`src/rtl/seven_seg_scan_controller_if.sv`:
```
// seven_seg_scan_controller_if: host write bus for the seven-segment scan controller
//   wr_en    : one-cycle write strobe
//   wr_data  : 16-bit hex value, nibble k drives digit k
//   wr_blank : bit k forces digit k dark
//   pending  : a write is buffered and not yet displayed
interface seven_seg_scan_controller_if;
   logic        wr_en;
   logic [15:0] wr_data;
   logic [3:0]  wr_blank;
   logic        pending;
   modport master (output wr_en, wr_data, wr_blank, input pending);
   modport slave (input wr_en, wr_data, wr_blank, output pending);
endinterface

```
`src/rtl/seven_seg_scan_controller.sv`:
```
// seven_seg_scan_controller: 4-digit common-anode seven-segment scanner with frame-aligned double buffering
//   clk, rst_n : clock, asynchronous active-low reset
//   wr         : host write bus (slave modport of seven_seg_scan_controller_if)
//   an         : digit enables, active-low, registered
//   seg        : segments a..g on bits 0..6, active-low, registered
//   frame_tick : one-cycle pulse at the first lit cycle of digit 0
//   SEG_LZB_EN : when defined, leading zeros (digits 3..1) are blanked automatically
module hex_seven_segment_decoder (
   input  logic [3:0] hex,
   output logic [6:0] seg
);
   always_comb begin
      case (hex)
         4'h0: seg = 7'h40;
         4'h1: seg = 7'h79;
         4'h2: seg = 7'h24;
         4'h3: seg = 7'h30;
         4'h4: seg = 7'h19;
         4'h5: seg = 7'h12;
         4'h6: seg = 7'h02;
         4'h7: seg = 7'h78;
         4'h8: seg = 7'h00;
         4'h9: seg = 7'h10;
         4'hA: seg = 7'h08;
         4'hB: seg = 7'h03;
         4'hC: seg = 7'h46;
         4'hD: seg = 7'h21;
         4'hE: seg = 7'h06;
         default: seg = 7'h0E;
      endcase
   end
endmodule

module seven_seg_scan_controller #(
   parameter int DWELL_CYC = 50000,
   parameter int BLANK_CYC = 500
) (
   input  logic                        clk,
   input  logic                        rst_n,
   seven_seg_scan_controller_if.slave  wr,
   output logic [3:0]                  an,
   output logic [6:0]                  seg,
   output logic                        frame_tick
);
   localparam int MAXC = DWELL_CYC > BLANK_CYC ? DWELL_CYC : BLANK_CYC;
   localparam int CW = MAXC > 1 ? $clog2(MAXC) : 1;
   typedef enum logic {BLANK, SHOW} state_t;
   state_t        state_q, state_d;
   logic [1:0]    idx_q, idx_d;
   logic [CW-1:0] cnt_q, cnt_d;
   logic [15:0]   sh_data_q, sh_data_d, act_data_q, act_data_d;
   logic [3:0]    sh_blank_q, sh_blank_d, act_blank_q, act_blank_d;
   logic          pending_q, pending_d;
   logic [3:0]    an_q, an_d;
   logic [6:0]    seg_q, seg_d;
   logic          tick_q, tick_d;
   logic          blank_done, show_done, commit, lit;
   logic [3:0]    nib, dark;
   logic [6:0]    dec;
   hex_seven_segment_decoder u_dec (.hex(nib), .seg(dec));
`ifdef SEG_LZB_EN
   logic z3, z2, z1;
   assign z3 = act_data_d[15:12] == 4'h0;
   assign z2 = z3 & (act_data_d[11:8] == 4'h0);
   assign z1 = z2 & (act_data_d[7:4] == 4'h0);
   assign dark = act_blank_d | {z3, z2, z1, 1'b0};
`else
   assign dark = act_blank_d;
`endif
   always_comb begin
      blank_done = state_q == BLANK && cnt_q == CW'(BLANK_CYC - 1);
      show_done = state_q == SHOW && cnt_q == CW'(DWELL_CYC - 1);
      commit = blank_done && idx_q == 2'd0;
      state_d = blank_done ? SHOW : show_done ? BLANK : state_q;
      cnt_d = (blank_done || show_done) ? '0 : cnt_q + 1'b1;
      idx_d = idx_q + {1'b0, show_done};
      sh_data_d = wr.wr_en ? wr.wr_data : sh_data_q;
      sh_blank_d = wr.wr_en ? wr.wr_blank : sh_blank_q;
      // a write landing on the commit edge bypasses the shadow
      act_data_d = !commit ? act_data_q : wr.wr_en ? wr.wr_data : pending_q ? sh_data_q : act_data_q;
      act_blank_d = !commit ? act_blank_q : wr.wr_en ? wr.wr_blank : pending_q ? sh_blank_q : act_blank_q;
      pending_d = commit ? 1'b0 : wr.wr_en ? 1'b1 : pending_q;
      // outputs are precomputed from next-state values so they switch with the state
      nib = act_data_d[{idx_d, 2'b00} +: 4];
      lit = state_d == SHOW && !dark[idx_d];
      an_d = lit ? ~(4'b0001 << idx_d) : 4'hF;
      seg_d = lit ? dec : 7'h7F;
      tick_d = commit;
   end
   always_ff @(posedge clk or negedge rst_n) begin
      if (!rst_n) begin
         state_q <= BLANK;
         idx_q <= '0;
         cnt_q <= '0;
         sh_data_q <= '0;
         sh_blank_q <= '0;
         act_data_q <= '0;
         act_blank_q <= '0;
         pending_q <= 1'b0;
         an_q <= 4'hF;
         seg_q <= 7'h7F;
         tick_q <= 1'b0;
      end else begin
         state_q <= state_d;
         idx_q <= idx_d;
         cnt_q <= cnt_d;
         sh_data_q <= sh_data_d;
         sh_blank_q <= sh_blank_d;
         act_data_q <= act_data_d;
         act_blank_q <= act_blank_d;
         pending_q <= pending_d;
         an_q <= an_d;
         seg_q <= seg_d;
         tick_q <= tick_d;
      end
   end
   assign an = an_q;
   assign seg = seg_q;
   assign frame_tick = tick_q;
   assign wr.pending = pending_q;
endmodule

```
`src/flat_wrapper.sv`:
```
// flat-port wrapper written by rule: the top's interface ports become plain ports
module seven_seg_scan_controller_flat 
#(
   parameter int DWELL_CYC = 50000,
   parameter int BLANK_CYC = 500
)
  (clk, rst_n, an, seg, frame_tick, wr_wr_en, wr_wr_data, wr_wr_blank, wr_pending);
  seven_seg_scan_controller_if wr_i ();
  input  logic clk;
  input  logic rst_n;
  output logic [3:0] an;
  output logic [6:0] seg;
  output logic frame_tick;
  input wire logic [$bits(wr_i.wr_en)-1:0] wr_wr_en;
  input wire logic [$bits(wr_i.wr_data)-1:0] wr_wr_data;
  input wire logic [$bits(wr_i.wr_blank)-1:0] wr_wr_blank;
  output wire logic [$bits(wr_i.pending)-1:0] wr_pending;
  assign wr_i.wr_en = wr_wr_en;
  assign wr_i.wr_data = wr_wr_data;
  assign wr_i.wr_blank = wr_wr_blank;
  assign wr_pending = wr_i.pending;
  seven_seg_scan_controller #(.DWELL_CYC(DWELL_CYC), .BLANK_CYC(BLANK_CYC)) u_core (.clk(clk), .rst_n(rst_n), .wr(wr_i), .an(an), .seg(seg), .frame_tick(frame_tick));
endmodule
```
`config.mk`:
```
export PLATFORM = sky130hd
export DESIGN_NAME = seven_seg_scan_controller_flat
export DESIGN_NICKNAME = d
export VERILOG_FILES = /design/src/rtl/seven_seg_scan_controller_if.sv /design/src/rtl/seven_seg_scan_controller.sv /design/src/flat_wrapper.sv
export SDC_FILE = /design/constraint.sdc
export NUM_CORES = 1
export LEC_CHECK = 0
export BUFFER_PORTS_ARGS = -buffer_cell sky130_fd_sc_hd__buf_4
export CAP_MARGIN = 10
export CORE_UTILIZATION = 45
export DETAILED_ROUTE_END_ITERATION = 8
export PLACE_DENSITY_LB_ADDON = 0.25
export SLEW_MARGIN = 40
export SYNTH_ARGS = -nofsm -noshare
export SYNTH_HDL_FRONTEND = slang
export SYNTH_SLANG_ARGS = --single-unit
```
`constraint.sdc`:
```
create_clock -name clk -period 3.25 [get_ports clk]
set_clock_uncertainty 0.1 [all_clocks]
set_input_delay 0.4875 -clock clk [delete_from_list [all_inputs] [get_ports clk]]
set_output_delay 0.4875 -clock clk [all_outputs]
set_load 0.03 [all_outputs]
```
# After elaboration in Yosys (flattened, before gate mapping)
# Memories as Yosys holds them, arrays and structs flattened.
# Index checks and enable logic that the tools add are counted.
# W data, S select, Z words.
[op_classes]
n_reduce_logical = 8
magnitude_cmp = 1
muxes = 15
bitwise_logic = 2
n_addsub = 2
shift = 2
n_eq_ne = 2
[op_table]
columns = ["operator", "n"]
rows = [
  ["$mux W16", 4],
  ["$add A16 B1 Y16 const B", 1],
  ["$eq A16 B16 Y1 const B", 1],
  ["$eq A16 B9 Y1 const B", 1],
  ["$mux W4", 4],
  ["$shiftx A16 B5 Y4", 1],
  ["$mux W7", 1],
  ["$mux W1", 5],
  ["$logic_and A1 B1 Y1", 4],
  ["$not A4 Y4", 1],
  ["$shl A1 B2 Y4 const A", 1],
  ["$lt A2 B3 Y1 const B", 1],
  ["$add A2 B1 Y2", 1],
  ["$bmux W1 S2", 1],
  ["$logic_not A2 Y1", 1],
  ["$reduce_bool A2 Y1", 1],
  ["$logic_not A1 Y1", 1],
  ["$logic_or A1 B1 Y1", 1],
  ["$not A1 Y1", 1],
]
[totals]
mem_bits_ro = 112
ff_bits = 72
memories = 1
[mem_list]
columns = ["name", "words", "width", "rd", "rd_ports_with_merged_regs", "wr", "line_no", "text"]
rows = [
  ["(no name shown)", 16, 7, 1, 0, 0, "seven_seg_scan_controller.sv:13", "case (hex)"],
]

# Depth between registers and ports, before layout
# Gate-level depths: netlist of run 1.
[depth]
ltp_word = 9
mapped_depth = 15
ltp_nobuf = 14

# Cells and area by module
# From an unflattened synthesis of run 1, not the netlist that was laid out.
[hier_totals]
hier_cells = 345
hier_area_um2 = 3636.0
[modules_own_cells]
columns = ["mod", "area_per_inst_um2", "seq_area_each_um2", "cells_each", "n_inst"]
rows = [
  ["seven_seg_scan_controller", 3362.0, 1815.5, 312, 1],
  ["hex_seven_segment_decoder", 274.0, 0.0, 33, 1],
]

# Worst setup path before layout of run 1
# Ideal clock, no wire load.
[synth_timing]
kind = "flip-flop to flip-flop"
start = "reg u_core.cnt_q[0]"
end = "reg u_core.seg_q[6], in the netlist u_core.seg[6]"
path_stages_with_launch = 13
setup_time_ps = 92
arrival_ps = 3118
path_slack_ps = -59
path_buffers = 1
cell_sequence = "dfrtp_1 > ha_1 > and3_1 > and4_2 > and2_1 > ha_1 > xnor2_1 > clkbuf_1 > mux4_2 > ha_1 > mux2_2 > nand2_1 > o311ai_2"
[synth_via]
elab_chain_cells = 9
[synth_rtl]
columns = ["element", "line_no", "text"]
rows = [
  ["from (decl)", "seven_seg_scan_controller.sv:50", "logic [CW-1:0] cnt_q, cnt_d;"],
  ["from (signal assigned)", "seven_seg_scan_controller.sv:106", "cnt_q <= cnt_d;"],
  ["branches (longest 8 deep; another with $mem_v2 Z16 W7)", "n/a", ""],
  ["$mux W7 (*)", "seven_seg_scan_controller.sv:87", "seg_d = lit ? dec : 7'h7F;"],
  ["via u_core.seg_d[6]", "seven_seg_scan_controller.sv:55", "logic [6:0] seg_q, seg_d;"],
  ["to (signal assigned)", "seven_seg_scan_controller.sv:113", "seg_q <= seg_d;"],
  ["to (decl)", "seven_seg_scan_controller.sv:55", ""],
]
# Mark *: on every way through the listed nets, which the timed path passes. The select of a mux whose other input is x is not followed.
# A chain may end at the register's enable or synchronous reset.

# Worst setup path in the final report of run 1
[layout_timing]
start = "reg u_core.cnt_q[13]"
end = "reg u_core.seg_q[3], in the netlist u_core.seg[3]"
[layout_rtl]
columns = ["element", "line_no", "text"]
rows = [
  ["$eq A16 B9 Y1", "seven_seg_scan_controller.sv:71", "blank_done = state_q == BLANK && cnt_q == CW'(BLANK_CYC - 1);"],
  ["$logic_and A1 B1 Y1", "seven_seg_scan_controller.sv:71", ""],
  ["$logic_and A1 B1 Y1", "seven_seg_scan_controller.sv:73", "commit = blank_done && idx_q == 2'd0;"],
  ["$mux W16", "seven_seg_scan_controller.sv:80", "act_data_d = !commit ? act_data_q : wr.wr_en ? wr.wr_data : pending_q ? sh_data_q : act_data_q;"],
  ["via u_core.act_data_d[5]", "seven_seg_scan_controller.sv:51", "logic [15:0] sh_data_q, sh_data_d, act_data_q, act_data_d;"],
  ["$shiftx A16 B5 Y4", "seven_seg_scan_controller.sv:84", "nib = act_data_d[{idx_d, 2'b00} +: 4];"],
  ["$mem_v2 Z16 W7", "n/a", ""],
  ["$mux W7", "seven_seg_scan_controller.sv:87", ""],
  ["via u_core.seg_d[3]", "seven_seg_scan_controller.sv:55", ""],
]
# The timed path passes the listed nets, and every way through them passes these cells. The select of a mux whose other input is x is not followed.

==> results of run 1 <==
-- repair_timing --
action,CTS,global route
cloned,0,2
endpoints found under the setup margin,4,10
resized for setup,4,25
buffers inserted,3,10
pin swaps,0,9
-- power breakdown --
part / total, mW / switching (mW) / leakage [nW] / internal, mW
sequential: 0.946 / 0.0138 / 0.876 / 0.933
clock: 0.692 / 0.320 / 0.0978 / 0.371
combinational: 0.170 / 0.0869 / 1.13 / 0.0832
total: 1.81 / 0.421 / 2.11 / 1.39
-- worst paths after layout --
check | to
setup / recovery | u_core.seg[3]$_DFF_PN1_
hold / removal | u_core.cnt_q[7]$_DFF_PN0_
setup reg to reg | u_core.seg[3]$_DFF_PN1_
hold reg to reg | u_core.act_data_q[15]$_DFF_PN0_
max in group asynchronous | u_core.act_data_q[15]$_DFF_PN0_
min in group clk | u_core.sh_data_q[13]$_DFFE_PN0P_
-- worst max-delay path: cells and delay by family (launching register included) --
family                     cells  cell delay (ns)
AOI/OAI and AO/OA              2             0.44
adders and majority gates      1             0.21
and+or+nand+nor                4             0.98
buffers and inverters          2             0.33
DFF                            1             0.44
muxes                          2             0.67
-- state kept, by name, indices dropped and copies added (netlist names) --
signal	flops
u_core.cnt_q	16
u_core.frame_tick	1
u_core.act_data_q	16
u_core.an	4
u_core.seg	7
u_core.act_blank_q	4
u_core.sh_data_q	16
u_core.sh_blank_q	4
u_core.wr.pending	1
u_core.state_q	1
u_core.idx_q	2
-- synth_stat cells, types with 7 or more instances --
library cell and number:
sky130_fd_sc_hd__dfrtp_1 61, sky130_fd_sc_hd__o21ai_0 9, sky130_fd_sc_hd__dfstp_2 11, sky130_fd_sc_hd__mux2i_1 15, sky130_fd_sc_hd__mux2_2 15, sky130_fd_sc_hd__a21oi_1 9, sky130_fd_sc_hd__nand2_1 44, sky130_fd_sc_hd__inv_1 14
sky130_fd_sc_hd__xnor2_1 11, sky130_fd_sc_hd__nor3_1 7, sky130_fd_sc_hd__nand3_1 11, sky130_fd_sc_hd__nor2_1 29, sky130_fd_sc_hd__ha_1 8
-- logic make-up after synthesis --
kind of cell             count (synthesis)  share of synthesized area, %
flip-flops                              72                         49.61
XOR/XNOR                                17                         4.068
adder cells (fa/ha/maj)                  8                         2.735
AO/OA/AOI/OAI                           45                         9.128
multiplexers                            35                         11.79
buffers and inverters                   31                         4.684
AND/OR/NAND/NOR                        125                         17.98
-- through the flow --
step,util (%),hold WS (ns),cells
2_1_floorplan,-,0.09191,333
3_3_place_gp,53.16,0.3556,481
3_5_place_dp,53.21,0.3589,481
4_1_cts,56.03,0.06034,500
5_1_grt,58.22,0.09618,512
6_report,58.22,0.03996,512
-- metal layers --
layer | routed length [µm] | vias up | GRT usage (%) | share of wire, %
met2 | 3802 | 34 | 31.47 | 50
li1 | - | 1311 | - | -
met3 | 239 | 12 | 4.643 | 3.1
met4 | 137 | 0 | 7.161 | 1.8
met1 | 3454 | 1305 | 24.02 | 45
met5 | 0 | - | 0 | 0
-- final cells by class --
class | instances | share of cell area (%)
well taps | 102 | 2.808
clock inverters | 4 | 0.9634
flip-flops and latches | 72 | 39.97
repair buffers | 77 | 13.21
clock buffers | 12 | 3.193
multi-input cells | 230 | 38.48
inverters | 15 | 1.376
==> flow_summary_export.csv, run 1 <==
group,metric,value,unit
floorplan,core_area,7807,µm²
power_and_ir_drop,power_density,397.7,nW/µm²
synth,synth_top_area_share,41.71,%
floorplan,die_x,92.18,µm
outcome,violations_in_the_final_reports,"setup timing",
setup_path,timing.critical_path.to_type,"flop",
power_and_ir_drop,leak,2.109,nW
place,dp.final_hpwl,5247,µm
hold_path,min-delay-path-class,"in2async",
route,drtAntennaViolNets,0,
route,viasPerCell,5.199,
finish,layout_cell_share_with_drive_strength_beyond_1,39.02,%
global_route,globalRouteOverflowTotal,0,
setup_path,cp-startpoint,"u_core.cnt_q[13]$_DFF_PN0_",
global_route,grt_pass1_vias,2659,
outcome,status,"finished, violations left",
setup_path,timing.reg2reg.worst_path_depth,11,
floorplan,effective_utilization_at_floorplan,46.88,%
synth,netlist.top_cell.by_area,"sky130_fd_sc_hd__dfrtp_1",
cts,tritoncts,"yes",
route,detailroute.via_count,2662,
cts,clkSlewWorstSetupHoldPaths,0.08,ns
place,detailedPlace.worstSlack,-0.1126,ns
place,global_placement_routability_congestion,0.8440,
synth,synth.ff_latch_count,72,
job,drv_cap,0,
sta,timing.final.crit_period,3.264,ns
cts,insertion_delay,0.35,ns
global_route,grt_usage,18.99,%
floorplan,design.portCount,36,
finish,num-nets-final,436,
sta,layout_worst_path_cycle_share,100.4,%
setup_path,worst-endpoint-required,3.40,ns
setup_path,worstReg2RegStart,"u_core.cnt_q[13]$_DFF_PN0_",
sta,setup_repair_after_global_routing_missed_its_margin,"true",
finish,nFillCells,662,
sta,timing.final.setup_violations,1,
cts,ctsRootBufferMaster,"sky130_fd_sc_hd__clkbuf_8",
finish,multi_input_comb_area,1749,µm²
place,postPlaceCellArea,4154,µm²
synth,ys_async_sr_fraction,100.0,%
sta,timing_max_transition_violations_final,0,
synth,yosys-top-cells-area,"sky130_fd_sc_hd__dfrtp_1, sky130_fd_sc_hd__dfstp_2, sky130_fd_sc_hd__mux2_2",
power_and_ir_drop,ir_worst_vdd,0.2812,mV
finish,register_area,1817,µm²
sta,finalHoldViolations,0,
route,first_pass_iters,4,
synth,postSynth.topFlopCell,"sky130_fd_sc_hd__dfrtp_1",
route,route.detailed.wl_per_inst,14.91,µm
synth,yosys_warnings,0,
synth,synth.net_count,364,
sta,max_clock_freq,306.4,MHz
synth,syn-instance-count,333,
cts,clock-sinks,72,
route,routed_wl,7633,µm
floorplan,total_die_area,8497,µm²
sta,setup_ws,-0.01407,ns
finish,layout.cells.most_common_list,"sky130_fd_sc_hd__buf_4, sky130_fd_sc_hd__dfrtp_1, sky130_fd_sc_hd__nand2_1, sky130_fd_sc_hd__nor2_1, sky130_fd_sc_hd__mux2_2",
sta,slew_headroom,57.46,%
setup_path,cp_cell_instances,"nor4_4 -> buf_4 -> nand4_4 -> or3_4 -> o22a_4 -> mux4_2 -> inv_4 -> ha_4 -> mux2i_1 -> nor3b_1 -> a31oi_1",
cts,clock_path_buffers,2,
setup_path,critical_path_fanout_max,7,
cts,htreeDepth,3,
finish,finish.instance_area,4546,µm²
setup_path,criticalPathCategory,"reg2reg",
synth,ys_types,53,
synth,mapped_avg_cell_area,10.99,µm²
sta,setup_tns,-0.01407,ns
global_route,wire_length_of_the_first_global_routing_pass,12510,µm
route,initialDrtViolationCount,120,
synth,synth_sequential_area_ratio,49.61,%
finish,area_delta_synth_final,24.21,%
setup_path,critPathSlowestCell,"sky130_fd_sc_hd__mux4_2",
sta,worst_pin_slew,0.6380,ns
setup_path,crit_arrival,3.42,ns
global_route,antenna_found_initial,0,
setup_path,timing.reg2reg.setup_slack,-0.01,ns
synth,synth_area,3660,µm²
global_route,pin_count_of_the_biggest_net_entering_global_routing,73,
synth,synth-edff-count,0,
cts,cts-buffers-inserted,9,
power_and_ir_drop,finalPower,1.808,mW
floorplan,rows,32,
place,place.port_buffers,35,
finish,layout_commonest_cell,"sky130_fd_sc_hd__buf_4",
route,drc,0,
finish,insertedDiodeCount,0,
cts,postCtsHoldBufs,0,
setup_path,critPathLaunchType,"flop",
setup_path,critical-path-max-stage-delay,0.54,ns
floorplan,die_h,92.18,µm
(Power assumes the default switching activity.)
==> run 2, diff against run 1 <==
SYNTH_HIERARCHICAL = 1   (was not set)
==> run 2 against run 1 <==
  * Flip-flop and latch count unchanged
  * Final area increased by 3.6%
  * The run still ends with setup timing left
  * Core utilization increased by 2.4 points
  * Via count increased by 4.2%
  * Routed wire length increased by 0.60%
  * Sequential power about the same
  * Register-to-register slack got worse by 0.28 ns
  * Hold slack improved by 0.0034 ns
  * Fmax decreased by 7.8%
==> flow_summary_export.csv, run 2 <==
group,metric,value,unit
sta,finalHoldViolations,0,
finish,finalNonFillerCells,535,
sta,slew_headroom,56.87,%
synth,synth.net_count,377,
floorplan,effective_utilization_at_floorplan,46.81,%
synth,ys_types,55,
floorplan,total_die_area,8444,µm²
synth,ys_async_sr_fraction,100.0,%
finish,multi_input_comb_area,1784,µm²
outcome,status,"finished, violations left",
finish,top_regs,"u_core/act_data_q (16), u_core/cnt_q (16), u_core/sh_data_q (16)",
sta,timing.final.crit_period,3.541,ns
place,dp_cells,515,
cts,htreeDepth,3,
floorplan,die_x,91.89,µm
power_and_ir_drop,power_frac_seq,51.4,%
synth,syn-instance-count,345,
floorplan,design.portCount,36,
power_and_ir_drop,p_switching,0.4594,mW
finish,num-nets-final,460,
cts,tritoncts,"yes",
global_route,wire_length_of_the_first_global_routing_pass,13550,µm
setup_path,worst-endpoint-required,3.41,ns
sta,max_clock_freq,282.4,MHz
route,routed_wl,7679,µm
cts,clock_path_buffers,2,
synth,yosys-top-cells-area,"sky130_fd_sc_hd__dfrtp_1, sky130_fd_sc_hd__dfstp_2, sky130_fd_sc_hd__mux2_2",
cts,clkSlewWorstSetupHoldPaths,0.08,ns
setup_path,critical-path-max-stage-delay,0.55,ns
sta,layout_worst_path_cycle_share,109.0,%
synth,synth.ff_latch_count,72,
place,dp.final_hpwl,5485,µm
synth,netlist.top_cell.by_area,"sky130_fd_sc_hd__dfrtp_1",
finish,layout_commonest_cell,"sky130_fd_sc_hd__buf_4",
place,global_placement_routability_congestion,0.8406,
floorplan,core_area,7767,µm²
setup_path,timing.critical_path.to_type,"flop",
route,detailroute.via_count,2774,
synth,postSynth.topFlopCell,"sky130_fd_sc_hd__dfrtp_1",
cts,insertion_delay,0.34,ns
power_and_ir_drop,leak,2.204,nW
setup_path,critPathSlowestCell,"sky130_fd_sc_hd__or4b_4",
synth,yosys_warnings,6,
route,drc,0,
route,drtAntennaViolNets,0,
cts,cts-buffers-inserted,9,
sta,timing.final.setup_violations,7,
sta,setup_ws,-0.2912,ns
floorplan,rows,32,
job,drv_cap,0,
setup_path,path_delay_family,"simple AND/OR/NAND/NOR gates",
global_route,grt_usage,20.56,%
finish,insertedDiodeCount,0,
setup_path,crit_arrival,3.70,ns
route,route.detailed.wl_per_inst,14.35,µm
synth,synth_most_common_cell,"sky130_fd_sc_hd__dfrtp_1",
cts,postCtsHoldBufs,0,
finish,area_delta_synth_final,29.56,%
sta,timing_max_transition_violations_final,0,
synth,synth-edff-count,0,
setup_path,criticalPathCategory,"reg2reg",
setup_path,cp_cell_instances,"or4b_4 -> nor4_4 -> and2_4 -> ha_4 -> xnor2_4 -> buf_6 -> nand2_2 -> o21ai_1 -> nand2_1 -> a32o_2 -> a21o_1 -> inv_2 -> ha_4 -> inv_2 -> mux4_2 -> nor2_1 -> nand3_1",
route,viasPerCell,5.185,
finish,layout.cells.most_common_list,"sky130_fd_sc_hd__buf_4, sky130_fd_sc_hd__dfrtp_1, sky130_fd_sc_hd__nor2_1, sky130_fd_sc_hd__nand2_1, sky130_fd_sc_hd__mux2_2",
route,initialDrtViolationCount,84,
synth,synth_sequential_area_ratio,49.93,%
floorplan,die_h,91.89,µm
sta,worst_pin_slew,0.6470,ns
synth,synth_top_area_share,41.98,%
route,first_pass_iters,4,
power_and_ir_drop,sw_frac_of_total,25.00,%
finish,nFillCells,658,
global_route,globalRouteOverflowTotal,0,
synth,post_synth_most_frequent_cells,"sky130_fd_sc_hd__dfrtp_1, sky130_fd_sc_hd__nor2_1, sky130_fd_sc_hd__nand2_1",
outcome,violations_in_the_final_reports,"setup timing",
synth,synth_area,3636,µm²
sta,setup_repair_after_global_routing_missed_its_margin,"true",
power_and_ir_drop,ir_worst_vdd,0.2181,mV
global_route,pin_count_of_the_biggest_net_entering_global_routing,73,
synth,mapped_avg_cell_area,10.54,µm²
setup_path,critical_path_fanout_max,8,
power_and_ir_drop,power.combinational.fraction,9.5,%
global_route,antenna_found_initial,0,
place,place.port_buffers,35,
global_route,grt_pass1_vias,2945,
power_and_ir_drop,p_int,1.378,mW
hold_path,min-delay-path-class,"in2async",
setup_path,cp_num_buf_inv,3,
power_and_ir_drop,power.share.clock,39.0,%
setup_path,critPathLaunchType,"flop",
finish,layout_cell_share_with_drive_strength_beyond_1,40.88,%
power_and_ir_drop,power_density,390.0,nW/µm²
cts,ctsRootBufferMaster,"sky130_fd_sc_hd__clkbuf_8",
cts,clock-sinks,72,
finish,share_of_the_core_filled_with_cells_in_the_final_layout,60.65,%
power_and_ir_drop,finalPower,1.837,mW
finish,register_area,1817,µm²
## run 2: cell count changes after synthesis, moves of 6 or more
| cell | before | now |
|---|---|---|
| sky130_fd_sc_hd__nor2_1 | 29 | 46 |
| sky130_fd_sc_hd__a21oi_1 | 9 | 17 |
| sky130_fd_sc_hd__inv_1 | 14 | 21 |
| sky130_fd_sc_hd__nand2_1 | 44 | 37 |
| sky130_fd_sc_hd__mux2_2 | 15 | 21 |
| sky130_fd_sc_hd__nor3_1 | 7 | 1 |
## run 2: area by class of cell
type	count	area share (%)
inverters	22	1.859
flip-flops and latches	72	38.57
clock buffers	9	2.629
clock inverters	7	1.673
multi-input cells	235	37.88
repair buffers	88	14.69
well taps	102	2.709
## run 2: power groups by stage
| stage | logic (mW) | registers (mW) | clock network [mW] |
|---|---|---|---|
| floorplan | 0.0945 | 0.958 | 0 |
| finish | 0.175 | 0.945 | 0.717 |
| global placement | 0.168 | 0.961 | 0 |
| detailed placement | 0.172 | 0.962 | 0 |
| CTS | 0.176 | 0.945 | 0.743 |
| global route | 0.197 | 0.950 | 0.787 |
## run 2: worst paths after layout
check	from	to	slack [ns]	cells after the start
hold / removal	rst_n	u_core/cnt_q[12]$_DFF_PN0_	0.04	1
hold reg to reg	u_core/act_data_q[7]$_DFF_PN0_	u_core/act_data_q[7]$_DFF_PN0_	0.41	1
max in group asynchronous	rst_n	u_core/cnt_q[4]$_DFF_PN0_	2.51	1
setup / recovery	u_core/cnt_q[7]$_DFF_PN0_	u_core/seg[3]$_DFF_PN1_	-0.29	17
min in group clk	wr_wr_blank[3]	u_core/sh_blank_q[3]$_DFFE_PN0P_	0.28	3
setup reg to reg	u_core/cnt_q[7]$_DFF_PN0_	u_core/seg[3]$_DFF_PN1_	-0.29	17
## run 2: repair_timing
action / 4_1_cts / 5_1_grt
gates resized for setup: 14 / 6
gates cloned: 0 / 0
pin swaps: 10 / 9
endpoints found under the setup margin: 7 / 7
buffers inserted: 3 / 1
## run 2: cells by family after synthesis
| kind of cell | after synthesis | share of synthesized area, % |
|---|---|---|
| xor gates and xnor gates | 15 | 3.613 |
| DFF | 72 | 49.93 |
| buffers and inverters | 38 | 4.301 |
| adders and majority gates | 9 | 3.097 |
| and+or+nand+nor | 132 | 18.82 |
| muxes | 38 | 12.80 |
| AOI/OAI and AO/OA | 41 | 7.434 |
## run 2: per-layer routing
metal | vias to the layer above | share of wire [%] | wire, µm | GRT usage (%)
li1 | 1355 | - | - | -
met1 | 1351 | 46 | 3532 | 26.42
met2 | 58 | 49 | 3754 | 33.40
met3 | 10 | 3.8 | 290 | 4.395
met4 | 0 | 1.3 | 102 | 9.115
met5 | - | 0 | 0 | 0
## run 2: metrics by stage
| stage | TNS (ns) | setup slack, ns | area, µm² | hold slack, ns |
|---|---|---|---|---|
| after floorplan | -1.742 | -0.4427 | 3739 | 0.09191 |
| after global placement | -2.230 | -0.3671 | 4415 | 0.3879 |
| after detailed placement | -2.691 | -0.4439 | 4419 | 0.3944 |
| after CTS | -1.664 | -0.2945 | 4684 | 0.06693 |
| after global routing | -2.535 | -0.4103 | 4711 | 0.09549 |
| final | -1.609 | -0.2912 | 4711 | 0.04334 |
==> run 3, diff against run 2 <==
clock period = 4.59 ns   (was 3.25 ns; I/O delays follow)
==> run 3 against run 2 <==
  * The run now ends clean
  * Non-clock buffer count fell by 49
  * Routed wire length is 10% lower
  * Hold slack better by 0.18 ns
  * Register-to-register slack better by 0.72 ns
  * Sequential power shrank 29%
  * Critical path type unchanged
==> flow_summary_export.csv, run 3 (synthesis results as in run 2) <==
group,metric,value,unit
sta,worst_pin_slew,0.6514,ns
sta,slew_headroom,56.57,%
sta,setup_repair_after_global_routing_missed_its_margin,"false",
sta,layout_worst_path_cycle_share,90.69,%
global_route,globalRoute.busiestLayer,"met2",
hold_path,min-delay-path-class,"in2async",
place,global_placement_routability_congestion,0.8210,
sta,timing_max_transition_violations_final,0,
route,routed_wl,6885,µm
sta,max_clock_freq,240.2,MHz
cts,postCtsHoldBufs,0,
floorplan,total_die_area,8444,µm²
route,viasPerCell,5.298,
route,first_pass_iters,4,
cts,htreeDepth,3,
place,dp.final_hpwl,4692,µm
global_route,pin_count_of_the_biggest_net_entering_global_routing,73,
route,detailroute.via_count,2575,
sta,timing.final.crit_period,4.163,ns
finish,nFillCells,683,
cts,number_of_gates_given_a_new_drive_strength_after_cts,0,
floorplan,design.portCount,36,
finish,share_of_the_core_filled_with_cells_in_the_final_layout,54.20,%
setup_path,criticalPathCategory,"reg2reg",
cts,clock_path_buffers,2,
global_route,globalRouteMet1Util,25.34,%
global_route,grt_usage,18.13,%
finish,num-nets-final,411,
power_and_ir_drop,ir_worst_vdd,0.1875,mV
finish,top_regs,"u_core/act_data_q (16), u_core/cnt_q (16), u_core/sh_data_q (16)",
route,drtAntennaViolNets,0,
route,initialDrtViolationCount,89,
cts,insertion_delay,0.34,ns
global_route,met2_usage,27.86,%
global_route,globalRouteOverflowTotal,0,
finish,layout.cells.most_common_list,"sky130_fd_sc_hd__dfrtp_1, sky130_fd_sc_hd__nor2_1, sky130_fd_sc_hd__buf_4, sky130_fd_sc_hd__nand2_1",
sta,timing.final.setup_violations,0,
cts,clkSlewWorstSetupHoldPaths,0.08,ns
outcome,status,"finished, final reports clean",
global_route,antenna_found_initial,0,
cts,cts-buffers-inserted,9,
setup_path,timing.reg2reg.setup_slack,0.43,ns
place,place.port_buffers,35,
sta,setup_ws,0.4272,ns
setup_path,crit_arrival,4.31,ns
global_route,wire_length_of_the_first_global_routing_pass,12030,µm
route,route.detailed.wl_per_inst,14.17,µm
sta,finalHoldViolations,0,
global_route,grt_pass1_vias,2532,
floorplan,die_x,91.89,µm
cts,clock-sinks,72,
sta,setup_tns,0,ns
floorplan,core_area,7767,µm²
cts,cts_post_setup_buffers_inserted,0,
finish,multi_input_comb_area,1668,µm²
global_route,use_met3,3.234,%
cts,tritoncts,"yes",
place,detailedPlace.worstSlack,0.4274,ns
finish,area_delta_synth_final,15.79,%
sta,hold-worst-slack,0.2254,ns
route,drc,0,
power_and_ir_drop,finalPower,1.321,mW
finish,layout_commonest_cell,"sky130_fd_sc_hd__dfrtp_1",
finish,layout_cell_share_with_drive_strength_beyond_1,26.82,%
setup_path,critPathLaunchType,"flop",
finish,insertedDiodeCount,0,
setup_path,timing.critical_path.to_type,"flop",
floorplan,effective_utilization_at_floorplan,46.81,%
floorplan,rows,32,
job,drv_cap,0,
floorplan,die_h,91.89,µm
setup_path,worst-endpoint-required,4.74,ns
cts,ctsRootBufferMaster,"sky130_fd_sc_hd__clkbuf_8",
setup_path,critical_path_fanout_max,15,
power_and_ir_drop,power_density,313.7,nW/µm²
finish,register_area,1815,µm²
power_and_ir_drop,leak,1.968,nW
run 3: cell count changes in the layout (fill, tap and decap cells not counted), sizes merged:
cell | previous run | this run
clkinv | 4 | 5
buf | 88 | 39
inv | 24 | 22
bufinv | 1 | 2
run 3: worst paths after layout:
check                                     startpoint                          endpoint  cells past startpoint
setup / recovery           u_core/cnt_q[4]$_DFF_PN0_           u_core/seg[3]$_DFF_PN1_                     15
hold / removal                                 rst_n  u_core/sh_blank_q[3]$_DFFE_PN0P_                      1
setup reg to reg           u_core/cnt_q[4]$_DFF_PN0_           u_core/seg[3]$_DFF_PN1_                     15
hold reg to reg            u_core/cnt_q[0]$_DFF_PN0_         u_core/cnt_q[0]$_DFF_PN0_                      1
max in group asynchronous                      rst_n       u_core/frame_tick$_DFF_PN0_                      1
min in group clk           u_core/cnt_q[0]$_DFF_PN0_         u_core/cnt_q[0]$_DFF_PN0_                      1
run 3: critical path, cell delays in order (launching register included):
cell                      delay [ns]
sky130_fd_sc_hd__dfrtp_1        0.47
sky130_fd_sc_hd__or4b_2         0.65
sky130_fd_sc_hd__nor4_1         0.31
sky130_fd_sc_hd__and2_1         0.19
sky130_fd_sc_hd__ha_1           0.15
sky130_fd_sc_hd__xnor2_1        0.13
sky130_fd_sc_hd__inv_1          0.25
sky130_fd_sc_hd__nor2_1         0.17
sky130_fd_sc_hd__a21oi_1        0.06
sky130_fd_sc_hd__mux4_2         0.55
sky130_fd_sc_hd__inv_1          0.17
sky130_fd_sc_hd__ha_1           0.14
sky130_fd_sc_hd__inv_1          0.05
sky130_fd_sc_hd__mux4_1         0.47
sky130_fd_sc_hd__nor2_1         0.12
sky130_fd_sc_hd__nand3_1        0.08
run 3: per-layer routing:
layer,vias up,wire length [µm],part of all wire (%)
li1,1268,-,-
met1,1247,3423,50
met2,49,3081,45
met3,11,264,3.8
met4,0,116,1.7
met5,-,0,0
run 3: final cells by class:
| class | count | area share (%) |
|---|---|---|
| Clock buffer | 9 | 2.942 |
| Tap cell | 102 | 3.031 |
| Clock inverter | 7 | 2.288 |
| Inverter | 22 | 1.961 |
| Multi-Input combinational cell | 235 | 39.61 |
| Timing Repair Buffer | 39 | 7.043 |
| Sequential cell | 72 | 43.12 |
run 3: power breakdown:
group	internal, mW	switching [mW]	leakage (nW)
registers	0.659	0.00902	0.884
logic	0.0452	0.0574	0.970
clock network	0.307	0.243	0.113
total	1.01	0.309	1.97
run 3: through the flow:
| step | area (µm²) | instances |
|---|---|---|
| after floorplan | 3636 | 345 |
| after global placement | 3983 | 470 |
| after detailed placement | 3986 | 470 |
| after CTS | 4207 | 486 |
| after global routing | 4210 | 486 |
| final | 4210 | 486 |
